==> src/rtl/ser_pkg.sv <==
// ser_pkg: shared constants, receiver state encoding and baud divider helper
// for the ser_rx_fifo serial receiver.
package ser_pkg;

   // Parity modes selected by the PARITY parameter.
   localparam int PAR_NONE = 0;
   localparam int PAR_EVEN = 1;
   localparam int PAR_ODD  = 2;

   // Receiver frame position.
   typedef enum logic [2:0] {
      ST_IDLE,
      ST_START,
      ST_DATA,
      ST_PARITY,
      ST_STOP
   } rx_state_e;

   // Sample-tick divider reload value, rounded down.
   function automatic int calc_div(input int clk_hz, input int baud, input int oversample);
      return (clk_hz / (baud * oversample)) - 1;
   endfunction

endpackage

==> src/rtl/ser_fifo.sv <==
// ser_fifo: first-word fall-through synchronous FIFO with level output and a
// sticky overflow flag. Pointers are free-running counters one bit wider than
// the address so full and empty are distinguished without extra state.
module ser_fifo
   import ser_pkg::*;
#(
   parameter int WIDTH = 10,
   parameter int DEPTH = 16
) (
   input  logic                     clk,
   input  logic                     rst_n,
   input  logic                     push,
   input  logic [WIDTH-1:0]         push_data,
   input  logic                     pop_ready,
   output logic                     rd_valid,
   output logic [WIDTH-1:0]         rd_data,
   output logic [$clog2(DEPTH):0]   level,
   input  logic                     clr_overflow,
   output logic                     overflow
);

   localparam int AW = $clog2(DEPTH);
   localparam logic [AW:0] FULL_LVL = (AW + 1)'(DEPTH);

   logic [AW:0]      wr_cnt_q, wr_cnt_d;
   logic [AW:0]      rd_cnt_q, rd_cnt_d;
   logic             overflow_q, overflow_d;
   logic [WIDTH-1:0] mem_q [DEPTH];

   logic empty, full, do_pop, do_push, drop;

   assign level   = wr_cnt_q - rd_cnt_q;
   assign empty   = (level == '0);
   assign full    = (level == FULL_LVL);
   assign do_pop  = !empty && pop_ready;
   // A full FIFO still accepts a push when the head leaves in the same cycle.
   assign do_push = push && (!full || do_pop);
   assign drop    = push && full && !do_pop;

   assign rd_valid = !empty;
   assign rd_data  = empty ? '0 : mem_q[rd_cnt_q[AW-1:0]];
   assign overflow = overflow_q;

   // Next pointer and sticky overflow values.
   always_comb begin
      // NOTE: every always_comb output gets a default first so no path leaves it unassigned (no latch).
      wr_cnt_d   = wr_cnt_q;
      rd_cnt_d   = rd_cnt_q;
      overflow_d = overflow_q;
      if (do_push) wr_cnt_d = wr_cnt_q + 1'b1;
      if (do_pop)  rd_cnt_d = rd_cnt_q + 1'b1;
      if (drop)              overflow_d = 1'b1;
      else if (clr_overflow) overflow_d = 1'b0;
   end

   // Pointer and flag registers.
   always_ff @(posedge clk or negedge rst_n) begin
      // NOTE: sequential state uses non-blocking assignments so every flop samples pre-edge values.
      if (!rst_n) begin
         wr_cnt_q   <= '0;
         rd_cnt_q   <= '0;
         overflow_q <= 1'b0;
      end else begin
         wr_cnt_q   <= wr_cnt_d;
         rd_cnt_q   <= rd_cnt_d;
         overflow_q <= overflow_d;
      end
   end

   // Entry storage.
   // NOTE: the storage array has no reset; pointers define validity, and rd_data is gated while empty.
   always_ff @(posedge clk) begin
      if (do_push) mem_q[wr_cnt_q[AW-1:0]] <= push_data;
   end

endmodule

==> src/rtl/ser_rx_fifo.sv <==
// ser_rx_fifo: oversampled, majority-voted serial receiver with configurable
// data width and parity, feeding a FWFT FIFO with per-character error flags.
// Optional break detection is enabled by defining SER_RX_BREAK_DETECT_EN.
module ser_rx_fifo
   import ser_pkg::*;
#(
   parameter int CLK_HZ     = 25000000,
   parameter int BAUD       = 57600,
   parameter int OVERSAMPLE = 16,
   parameter int DATA_BITS  = 8,
   parameter int PARITY     = 0,
   parameter int FIFO_DEPTH = 16
) (
   input  logic                          pixclk,
   input  logic                          rst_n,
   input  logic                          serialrx,
   output logic                          rd_valid,
   input  logic                          rd_ready,
   output logic [DATA_BITS-1:0]          rd_data,
   output logic                          rd_ferr,
   output logic                          rd_perr,
   output logic [$clog2(FIFO_DEPTH):0]   level,
   output logic                          overflow,
   input  logic                          clr_overflow,
   output logic                          brk
);

   localparam int DIV    = calc_div(CLK_HZ, BAUD, OVERSAMPLE);
   localparam int DIV_W  = (DIV < 1) ? 1 : $clog2(DIV + 1);
   localparam int TICK_W = $clog2(OVERSAMPLE);
   localparam int BIT_W  = $clog2(DATA_BITS + 1);
   localparam int ENT_W  = DATA_BITS + 2;

   localparam logic [DIV_W-1:0]  DIV_LAST  = DIV_W'(DIV);
   localparam logic [TICK_W-1:0] SMP0      = TICK_W'(OVERSAMPLE / 2 - 1);
   localparam logic [TICK_W-1:0] SMP1      = TICK_W'(OVERSAMPLE / 2);
   localparam logic [TICK_W-1:0] SMP2      = TICK_W'(OVERSAMPLE / 2 + 1);
   localparam logic [TICK_W-1:0] TICK_LAST = TICK_W'(OVERSAMPLE - 1);
   localparam logic [BIT_W-1:0]  BIT_LAST  = BIT_W'(DATA_BITS);

   logic [1:0]           sync_q, sync_d;
   logic [DIV_W-1:0]     div_q, div_d;
   logic [TICK_W-1:0]    tick_cnt_q, tick_cnt_d;
   logic [BIT_W-1:0]     bit_cnt_q, bit_cnt_d;
   logic [DATA_BITS-1:0] shreg_q, shreg_d;
   logic [1:0]           samp_q, samp_d;
   logic                 perr_q, perr_d;
   rx_state_e            state_q, state_d;

   logic             rx_s, tick, decide, bit_end, maj, exp_par, start_ok;
   logic             push;
   logic [ENT_W-1:0] push_data, rd_entry;

`ifdef SER_RX_BREAK_DETECT_EN
   logic wait_high_q, wait_high_d;
   logic zero_q, zero_d;
   logic brk_q, brk_d;

   // After a break the line must be seen high before a new start counts.
   assign start_ok = !rx_s && !wait_high_q;
   assign brk      = brk_q;
`else
   assign start_ok = !rx_s;
   assign brk      = 1'b0;
`endif

   assign rx_s    = sync_q[1];
   assign tick    = (div_q == DIV_LAST);
   assign decide  = tick && (tick_cnt_q == SMP2);
   assign bit_end = tick && (tick_cnt_q == TICK_LAST);
   // Two stored samples plus the live third one form the 2-of-3 vote.
   assign maj     = (samp_q[0] & samp_q[1]) | (samp_q[0] & rx_s) | (samp_q[1] & rx_s);
   assign exp_par = (^shreg_q) ^ (PARITY == PAR_ODD);

   // Entry layout: {perr, ferr, data}; the stop-bit vote sets ferr.
   assign push_data = {perr_q, ~maj, shreg_q};

   // Two-stage synchroniser shift.
   always_comb begin
      sync_d = {sync_q[0], serialrx};
   end

   // Receive FSM, tick divider and bit-position bookkeeping.
   always_comb begin
      state_d    = state_q;
      div_d      = tick ? '0 : div_q + 1'b1;
      tick_cnt_d = tick_cnt_q;
      bit_cnt_d  = bit_cnt_q;
      shreg_d    = shreg_q;
      samp_d     = samp_q;
      perr_d     = perr_q;
      push       = 1'b0;
`ifdef SER_RX_BREAK_DETECT_EN
      wait_high_d = wait_high_q;
      zero_d      = zero_q;
      brk_d       = 1'b0;
`endif
      if (tick) tick_cnt_d = (tick_cnt_q == TICK_LAST) ? '0 : tick_cnt_q + 1'b1;
      if (tick && tick_cnt_q == SMP0) samp_d[0] = rx_s;
      if (tick && tick_cnt_q == SMP1) samp_d[1] = rx_s;

      case (state_q)
         ST_IDLE: begin
`ifdef SER_RX_BREAK_DETECT_EN
            if (rx_s) wait_high_d = 1'b0;
            zero_d = 1'b1;
`endif
            if (start_ok) begin
               // Re-phase the bit clock to the falling edge of the start bit.
               state_d    = ST_START;
               div_d      = '0;
               tick_cnt_d = '0;
               bit_cnt_d  = '0;
               perr_d     = 1'b0;
            end
         end
         ST_START: begin
            if (decide && maj) state_d = ST_IDLE;
            else if (bit_end)  state_d = ST_DATA;
         end
         ST_DATA: begin
            if (decide) begin
               shreg_d   = {maj, shreg_q[DATA_BITS-1:1]};
               bit_cnt_d = bit_cnt_q + 1'b1;
`ifdef SER_RX_BREAK_DETECT_EN
               if (maj) zero_d = 1'b0;
`endif
            end
            if (bit_end && bit_cnt_q == BIT_LAST)
               state_d = (PARITY != PAR_NONE) ? ST_PARITY : ST_STOP;
         end
         ST_PARITY: begin
            if (decide) begin
               perr_d = (maj != exp_par);
`ifdef SER_RX_BREAK_DETECT_EN
               if (maj) zero_d = 1'b0;
`endif
            end
            if (bit_end) state_d = ST_STOP;
         end
         ST_STOP: begin
            // Finish at the mid-bit vote so a following start edge is not missed.
            if (decide) begin
               state_d = ST_IDLE;
`ifdef SER_RX_BREAK_DETECT_EN
               if (zero_q && !maj) begin
                  brk_d       = 1'b1;
                  wait_high_d = 1'b1;
               end else begin
                  push = 1'b1;
               end
`else
               push = 1'b1;
`endif
            end
         end
         default: state_d = ST_IDLE;
      endcase
   end

   // Receiver state registers; the synchroniser resets to the idle-high level.
   always_ff @(posedge pixclk or negedge rst_n) begin
      if (!rst_n) begin
         sync_q     <= 2'b11;
         div_q      <= '0;
         tick_cnt_q <= '0;
         bit_cnt_q  <= '0;
         shreg_q    <= '0;
         samp_q     <= '0;
         perr_q     <= 1'b0;
         state_q    <= ST_IDLE;
`ifdef SER_RX_BREAK_DETECT_EN
         wait_high_q <= 1'b0;
         zero_q      <= 1'b0;
         brk_q       <= 1'b0;
`endif
      end else begin
         sync_q     <= sync_d;
         div_q      <= div_d;
         tick_cnt_q <= tick_cnt_d;
         bit_cnt_q  <= bit_cnt_d;
         shreg_q    <= shreg_d;
         samp_q     <= samp_d;
         perr_q     <= perr_d;
         state_q    <= state_d;
`ifdef SER_RX_BREAK_DETECT_EN
         wait_high_q <= wait_high_d;
         zero_q      <= zero_d;
         brk_q       <= brk_d;
`endif
      end
   end

   ser_fifo #(
      .WIDTH (ENT_W),
      .DEPTH (FIFO_DEPTH)
   ) u_fifo (
      .clk          (pixclk),
      .rst_n        (rst_n),
      .push         (push),
      .push_data    (push_data),
      .pop_ready    (rd_ready),
      .rd_valid     (rd_valid),
      .rd_data      (rd_entry),
      .level        (level),
      .clr_overflow (clr_overflow),
      .overflow     (overflow)
   );

   assign rd_data = rd_entry[DATA_BITS-1:0];
   assign rd_ferr = rd_entry[DATA_BITS];
   assign rd_perr = rd_entry[DATA_BITS+1];

endmodule
==> config.mk <==
export PLATFORM = sky130hd
export DESIGN_NAME = ser_rx_fifo
export DESIGN_NICKNAME = d
export VERILOG_FILES = /design/src/rtl/ser_pkg.sv /design/src/rtl/ser_fifo.sv /design/src/rtl/ser_rx_fifo.sv
export SDC_FILE = /design/constraint.sdc
export NUM_CORES = 1
export LEC_CHECK = 0
export ABC_CLOCK_PERIOD_IN_PS = 3800
export BUFFER_PORTS_ARGS = -buffer_cell sky130_fd_sc_hd__buf_2
export CAP_MARGIN = 40
export CORE_AREA = 2 2 91 181
export DETAILED_ROUTE_END_ITERATION = 7
export DIE_AREA = 0 0 93 183
export PLACE_DENSITY = 0.71
export SYNTH_ARGS = -nofsm -noshare
export SYNTH_HDL_FRONTEND = slang
export SYNTH_SLANG_ARGS = --single-unit
export TNS_END_PERCENT = 1
==> constraint.sdc <==
create_clock -name pixclk -period 3.8 [get_ports pixclk]
set_clock_uncertainty 0.2 [all_clocks]
set_input_delay 0.76 -clock pixclk [delete_from_list [all_inputs] [get_ports pixclk]]
set_output_delay 0.76 -clock pixclk [all_outputs]
set_load 0.02 [all_outputs]
Word-level counts from Yosys, hierarchy flattened
Memories as Yosys holds them, arrays and structs flattened.
Cells that the tools add are included.
{"block": "classes", "addsub": 6, "eq_ne": 19, "n_mux": 27, "n_bitwise": 6, "n_reduce_logical": 24}
{"cell": "4-bit 2-to-1 mux", "n": 6}
{"cell": "3-bit 2-to-1 mux", "n": 6}
{"cell": "4-bit == test (second input constant)", "n": 4}
{"cell": "5-bit by 1-bit adder with 5-bit output (second input constant)", "n": 3}
{"cell": "5-bit 2-to-1 mux", "n": 3}
{"cell": "3-bit one-hot mux with 5 select lines", "n": 1}
{"cell": "2-bit inequality test (second input constant)", "n": 6}
{"cell": "5-bit == test (second input constant)", "n": 2}
{"cell": "1-bit logical AND", "n": 10}
{"cell": "10-bit 2-to-1 mux", "n": 1}
{"cell": "4-bit by 1-bit adder with 4-bit output (second input constant)", "n": 2}
{"cell": "1-bit 2-to-1 mux", "n": 8}
{"cell": "4-bit one-hot mux with 2 select lines", "n": 1}
{"cell": "8-bit XOR reduction", "n": 1}
{"cell": "3-bit by 2-bit == test with 1-bit output (second input constant)", "n": 2}
{"cell": "3-bit AND reduction", "n": 2}
{"cell": "2-bit nonzero test", "n": 3}
{"cell": "5-bit logical NOT", "n": 1}
{"cell": "5-bit AND reduction", "n": 1}
{"cell": "5-bit subtractor", "n": 1}
{"cell": "4-bit by 3-bit == test with 1-bit output (second input constant)", "n": 1}
{"cell": "1-bit bitwise AND", "n": 3}
{"cell": "3-bit by 1-bit == test with 1-bit output (second input constant)", "n": 1}
{"cell": "3-bit == test (second input constant)", "n": 1}
{"cell": "other kinds (9)", "n": 12}
{"block": "word_totals", "regBits": 40, "ram_bits": 160, "inputBits": 5, "out_inout_bits": 18, "elab_cells": 95, "n_memories": 1}
{"memory": "u_fifo.mem_q", "words": 16, "word_bits": 10, "rd": 1, "rd_clocked_by_memory_dff": 0, "write_ports": 1, "line": "ser_fifo.sv:28", "text": "logic [WIDTH-1:0] mem_q [DEPTH];"}

Logic depth before layout (Yosys ltp)
{"block": "logic_depth", "word_depth": 8, "ltp_mapped": 10, "ltp_nobuf": 8}

Cells and area by module
From an unflattened synthesis, not the netlist that was laid out.
{"block": "unflattened", "cells_unflattened": 492, "area_unflattened_um2": 8529.4}
{"mod": "ser_fifo", "instances": 1, "cells_per_inst": 363, "area_per_inst_um2": 7081.8, "seq_area_each_um2": 5079.9}
{"mod": "ser_rx_fifo", "instances": 1, "cells_per_inst": 129, "area_per_inst_um2": 1447.6, "seq_area_each_um2": 728.2}

Least setup slack after synthesis
No wires, ideal clock.
{"block": "synth_path", "path_type": "register -> output", "startpoint": "reg u_fifo.rd_cnt_q[2]", "endpoint": "out rd_data[0]", "t_arrival_ns": 3.025, "required_time_ns": 2.840, "slack_ns": -0.185, "stages_incl_launch_ff": 11, "n_path_buf": 3, "cell_sequence": "dfrtp_1 -> buf_2 -> inv_1 -> buf_2 -> ha_1 -> xnor2_1 -> nor2_1 -> mux2i_4 -> nor2_1 -> buf_2 -> a211oi_1"}
{"block": "synth_between", "elab_chain_cells": 3, "elab_cells_between_ends": 4, "classes_between": "add/sub (1); mux (1); reduce/logical (1); memory (1)"}
{"element": "start, declared", "line": "ser_fifo.sv:26", "text": "logic [AW:0] rd_cnt_q, rd_cnt_d;"}
{"element": "start signal, assigned", "line": "ser_fifo.sv:65", "text": "rd_cnt_q <= rd_cnt_d;"}
{"element": "5-bit subtractor", "line": "ser_fifo.sv:32", "text": "assign level = wr_cnt_q - rd_cnt_q;"}
{"element": "net level[2]", "line": "ser_rx_fifo.sv:22", "text": "output logic [$clog2(FIFO_DEPTH):0] level,"}
{"element": "5-bit logical NOT", "line": "ser_fifo.sv:33", "text": "assign empty = (level == '0);"}
{"element": "10-bit 2-to-1 mux", "line": "ser_fifo.sv:41", "text": "assign rd_data = empty ? '0 : mem_q[rd_cnt_q[AW-1:0]];"}
{"element": "end, declared", "line": "ser_rx_fifo.sv:19", "text": "output logic [DATA_BITS-1:0] rd_data,"}
The timed path passes the listed nets, and every way through them passes these cells.

Worst setup path after layout
{"block": "layout_path", "startpoint": "reg u_fifo.wr_cnt_q[0]", "endpoint": "out rd_data[6]"}
{"block": "layout_between", "elab_chain_cells": 3}
{"element": "start, declared", "line": "ser_fifo.sv:25", "text": "logic [AW:0] wr_cnt_q, wr_cnt_d;"}
{"element": "start signal, assigned", "line": "ser_fifo.sv:64", "text": "wr_cnt_q <= wr_cnt_d;"}
{"element": "5-bit subtractor", "line": "ser_fifo.sv:32"}
{"element": "5-bit logical NOT", "line": "ser_fifo.sv:33"}
{"element": "10-bit 2-to-1 mux", "line": "ser_fifo.sv:41"}
Every way passes these cells.

==> flow_metrics.env <==
export IMPL_whs_ns=0.0567
export IMPL_cts_buffers_inserted=17
export IMPL_synth_nets=534
export IMPL_yosysWarnings=0
export IMPL_ys_seq_area_share_pct=68.4
export IMPL_fmaxAchievable_mhz=272
export IMPL_die_height_um=183
export IMPL_crit_arrival_ns=2.71
export IMPL_syn_area_um2=8490
export IMPL_dpl_cell_area_um2=8910
export IMPL_design_die_area_um2=17000
export IMPL_num_io_pins=23
export IMPL_globalRouteTotalUtil_pct=20.9
export IMPL_ys_types=54
export IMPL_port_buffers=21
export IMPL_place_inst=734
export IMPL_cts_root_buf="clkbuf_16"
export IMPL_cts_tree="built"
export IMPL_antennaDiodeCount=0
export IMPL_path_max_fanout=11
export IMPL_cp_slowest_stage_delay_ns=0.54
export IMPL_synth_top_family_by_area="multiplexers"
export IMPL_ir_worst_vdd_mv=0.438
export IMPL_fin_crit_sh_pct=96.7
export IMPL_path_cells="inv_1, ha_1, fa_2, inv_1, nor4_2, mux2i_4, nor2_1, buf_4, a211oi_1, buf_2"
export IMPL_synthXorXnorAreaFrac_pct=2.68
export IMPL_start_kind="register"
export IMPL_drive_above_1_share_pct=25.9
export IMPL_final_nets=580
export IMPL_clk_latency_ns=0.43
export IMPL_hp_class="in2async"
export IMPL_syn_area_per_cell_um2=16.6
export IMPL_hold_viol=0
export IMPL_stdcell_count=772
export IMPL_crit_start="u_fifo.wr_cnt_q[0]"
export IMPL_reg2reg_from="u_fifo.wr_cnt_q[0]"
export IMPL_slowest_stage="fa_2"
export IMPL_status="completed"
export IMPL_initialDrtViolationCount=381
export IMPL_postRouteAntennaNets=0
export IMPL_yosys_area_share_simple_pct=7.19
export IMPL_ys_ff_latch=200
export IMPL_coreArea_um2=15600
export IMPL_grt_antenna_before_repair=0
export IMPL_syn2layout_area_growth_pct=13.1
export IMPL_synth_adder_area_share_pct=2.71
export IMPL_maxSlewViolCount=0
export IMPL_route_detailed_drc=0
export IMPL_critPathCaptureType="primary output"
export IMPL_clk_path_buf_depth=2
export IMPL_muxShareOfSynthArea_pct=13.6
export IMPL_rsz0062_at_grt="yes"
export IMPL_clk_pin_slew_worst_paths_ns=0.07
export IMPL_fin_crit_ns=3.67
export IMPL_grt_pass1_wl_um=25700
export IMPL_hpwl_um=10800
export IMPL_post_drt_wl_per_cell_um=21.3
export IMPL_die_w_um=93
export IMPL_via_count=4439
export IMPL_grt_pass1_vias=4468
export IMPL_slew_headroom_pct=38.6
export IMPL_fin_tns_setup_ns=0
export IMPL_grt_max_degree=44
export IMPL_gp_congestion=0.752
export IMPL_fin_area_um2=9600
export IMPL_crit_type="reg2out"
export IMPL_overflow=0
export IMPL_htreeDepth=4
export IMPL_crit_path_frequent_cell="inv_1"
export IMPL_vias_per_cell=5.75
export IMPL_cts_sinks=200
export IMPL_syn_instance_count=512
export IMPL_max_cap_viol_count=0
export IMPL_first_pass_iters=5
export IMPL_cp_required_ns=2.84
export IMPL_wirelength_um=16400
export IMPL_power_density_nw_per_um2=438
export IMPL_rrSetupSlack_ns=0.54
export IMPL_rows=65
export IMPL_setup_viol=0
export IMPL_p_leak_uw=0.00378
export IMPL_worst_slew_pin_slew_ns=0.917
export IMPL_synth_compound_area_share_pct=3.17
export IMPL_start_util_pct=54.4
==> metal layers <==
| layer | share of wire [%] | up-vias | track usage, % | routed length (um) |
|---|---|---|---|---|
| li1 | - | 2035 | - | - |
| met1 | 39 | 2271 | 28.0 | 6460 |
| met2 | 55 | 123 | 35.3 | 8980 |
| met3 | 4.8 | 10 | 3.74 | 793 |
| met4 | 1.2 | 0 | 6.35 | 200 |
| met5 | 0 | - | 0 | 0 |
==> cell type report <==
class                      count  area (um^2)
tap                          201          251
fill                        1155         6020
clock buffer                  17          425
clock inverter                15          204
timing repair buffer          49          332
inverter                      17         63.8
sequential                   200         5810
multi-input combinational    273         2510
==> power by group <==
part | total (uW) | internal [uW] | leakage (uW) | switching (uW)
Clock | 1850 | 1010 | 0.000307 | 841
Sequential | 2340 | 2340 | 0.00229 | 0.872
Combinational | 14.8 | 3.93 | 0.00118 | 10.9
Total | 4210 | 3350 | 0.00378 | 853
==> Yosys cell counts, drive strengths merged <==
cell type	count	area [um^2]
edfxtp	160	4800
nand2	43	164
mux4	40	901
dfrtp	38	951
nor2	36	135
xnor2	21	184
inv	17	63.8
ha	16	200
and3	14	93.8
buf	14	86.3
mux2i	12	133
nand3	12	60.1
o21ai	12	75.1
mux2	11	124
a211oi	10	75.1
clkbuf	8	31.3
a21oi	7	35.0
o211ai	5	42.5
xor2	5	43.8
nor2b	3	18.8
nor3	3	15.0
and2b	2	17.5
dfstp	2	52.6
nand4	2	12.5
nand4b	2	17.5
o32ai	2	25.0
or2	2	12.5
or3	2	12.5
a22o	1	8.76
and4b	1	10.0
conb	1	3.75
fa	1	20.0
maj3	1	10.0
nand2b	1	6.26
nand3b	1	7.51
nor4	1	12.5
o21bai	1	7.51
or2b	1	7.51
or4	1	7.51
==> what timing repair did <==
item,4_1_cts,5_1_grt
buffers inserted,1,3
endpoints found under the setup margin,10,11
resized for setup,2,2
hold endpoints to repair,0,0
hold buffers,0,0
==> state kept, by name, summed over array words and instances (netlist names) <==
name and flops:
bit_cnt_q 4, div_q 5, perr_q 1, samp_q 2
shreg_q 8, state_q 3, sync_q 2, tick_cnt_q 4
u_fifo.mem_q 160, u_fifo.overflow 1, u_fifo.rd_cnt_q 5, u_fifo.wr_cnt_q 5
==> per-stage QoR <==
step / setup slack [ns] / total power (uW) / util [%]
3_3_place_gp: 0.423 / 2400 / 56.7
6_report: 0.125 / 4210 / 61.5
3_5_place_dp: 0.339 / 2400 / 57.0
5_1_grt: -0.0130 / 4320 / 61.5
4_1_cts: 0.0382 / 4250 / 61.2
2_1_floorplan: -0.185 / 2390 / -
==> worst paths after layout <==
kind	end	depth (start not counted)
min reg2reg	sync_q[1]	0
max in group asynchronous	sync_q[1]	2
min in group pixclk	sync_q[1]	0
max	rd_data[6]	10
min	samp_q[0]	1
max reg2reg	u_fifo.mem_q[1][6]	8
==> cells in the final DEF (no fill, tap or decap), drive strengths merged, types with 3 or more instances in the layout <==
cell type | Yosys | layout
o21ai | 12 | 12
dfrtp | 38 | 38
buf | 14 | 49
a21oi | 7 | 7
nor3 | 3 | 3
a211oi | 10 | 10
xor2 | 5 | 5
ha | 16 | 16
clkbuf | 8 | 17
mux2 | 11 | 11
nor2 | 36 | 36
clkinv | 0 | 6
nand3 | 12 | 12
edfxtp | 160 | 160
nand2 | 43 | 43
o211ai | 5 | 5
mux4 | 40 | 40
xnor2 | 21 | 21
nor2b | 3 | 3
and3 | 14 | 14
inv | 17 | 24
mux2i | 12 | 12
==> worst max-delay path: cells and delay by family, from the launching register on <==
kind | cells | cell delay [ns]
fa+ha+maj | 2 | 0.76
buf+inv | 4 | 0.51
compound gates | 1 | 0.07
flops | 1 | 0.36
simple gates | 2 | 0.45
mux | 1 | 0.13
==> kinds of logic after synthesis <==
logic type	after synthesis
flip-flops	200
AND/OR/NAND/NOR	127
multiplexers	63
buffers and inverters	39
AO/OA/AOI/OAI	38
XOR/XNOR	26
adder cells (fa/ha/maj)	18
other	1
(Power assumes the default switching activity.)
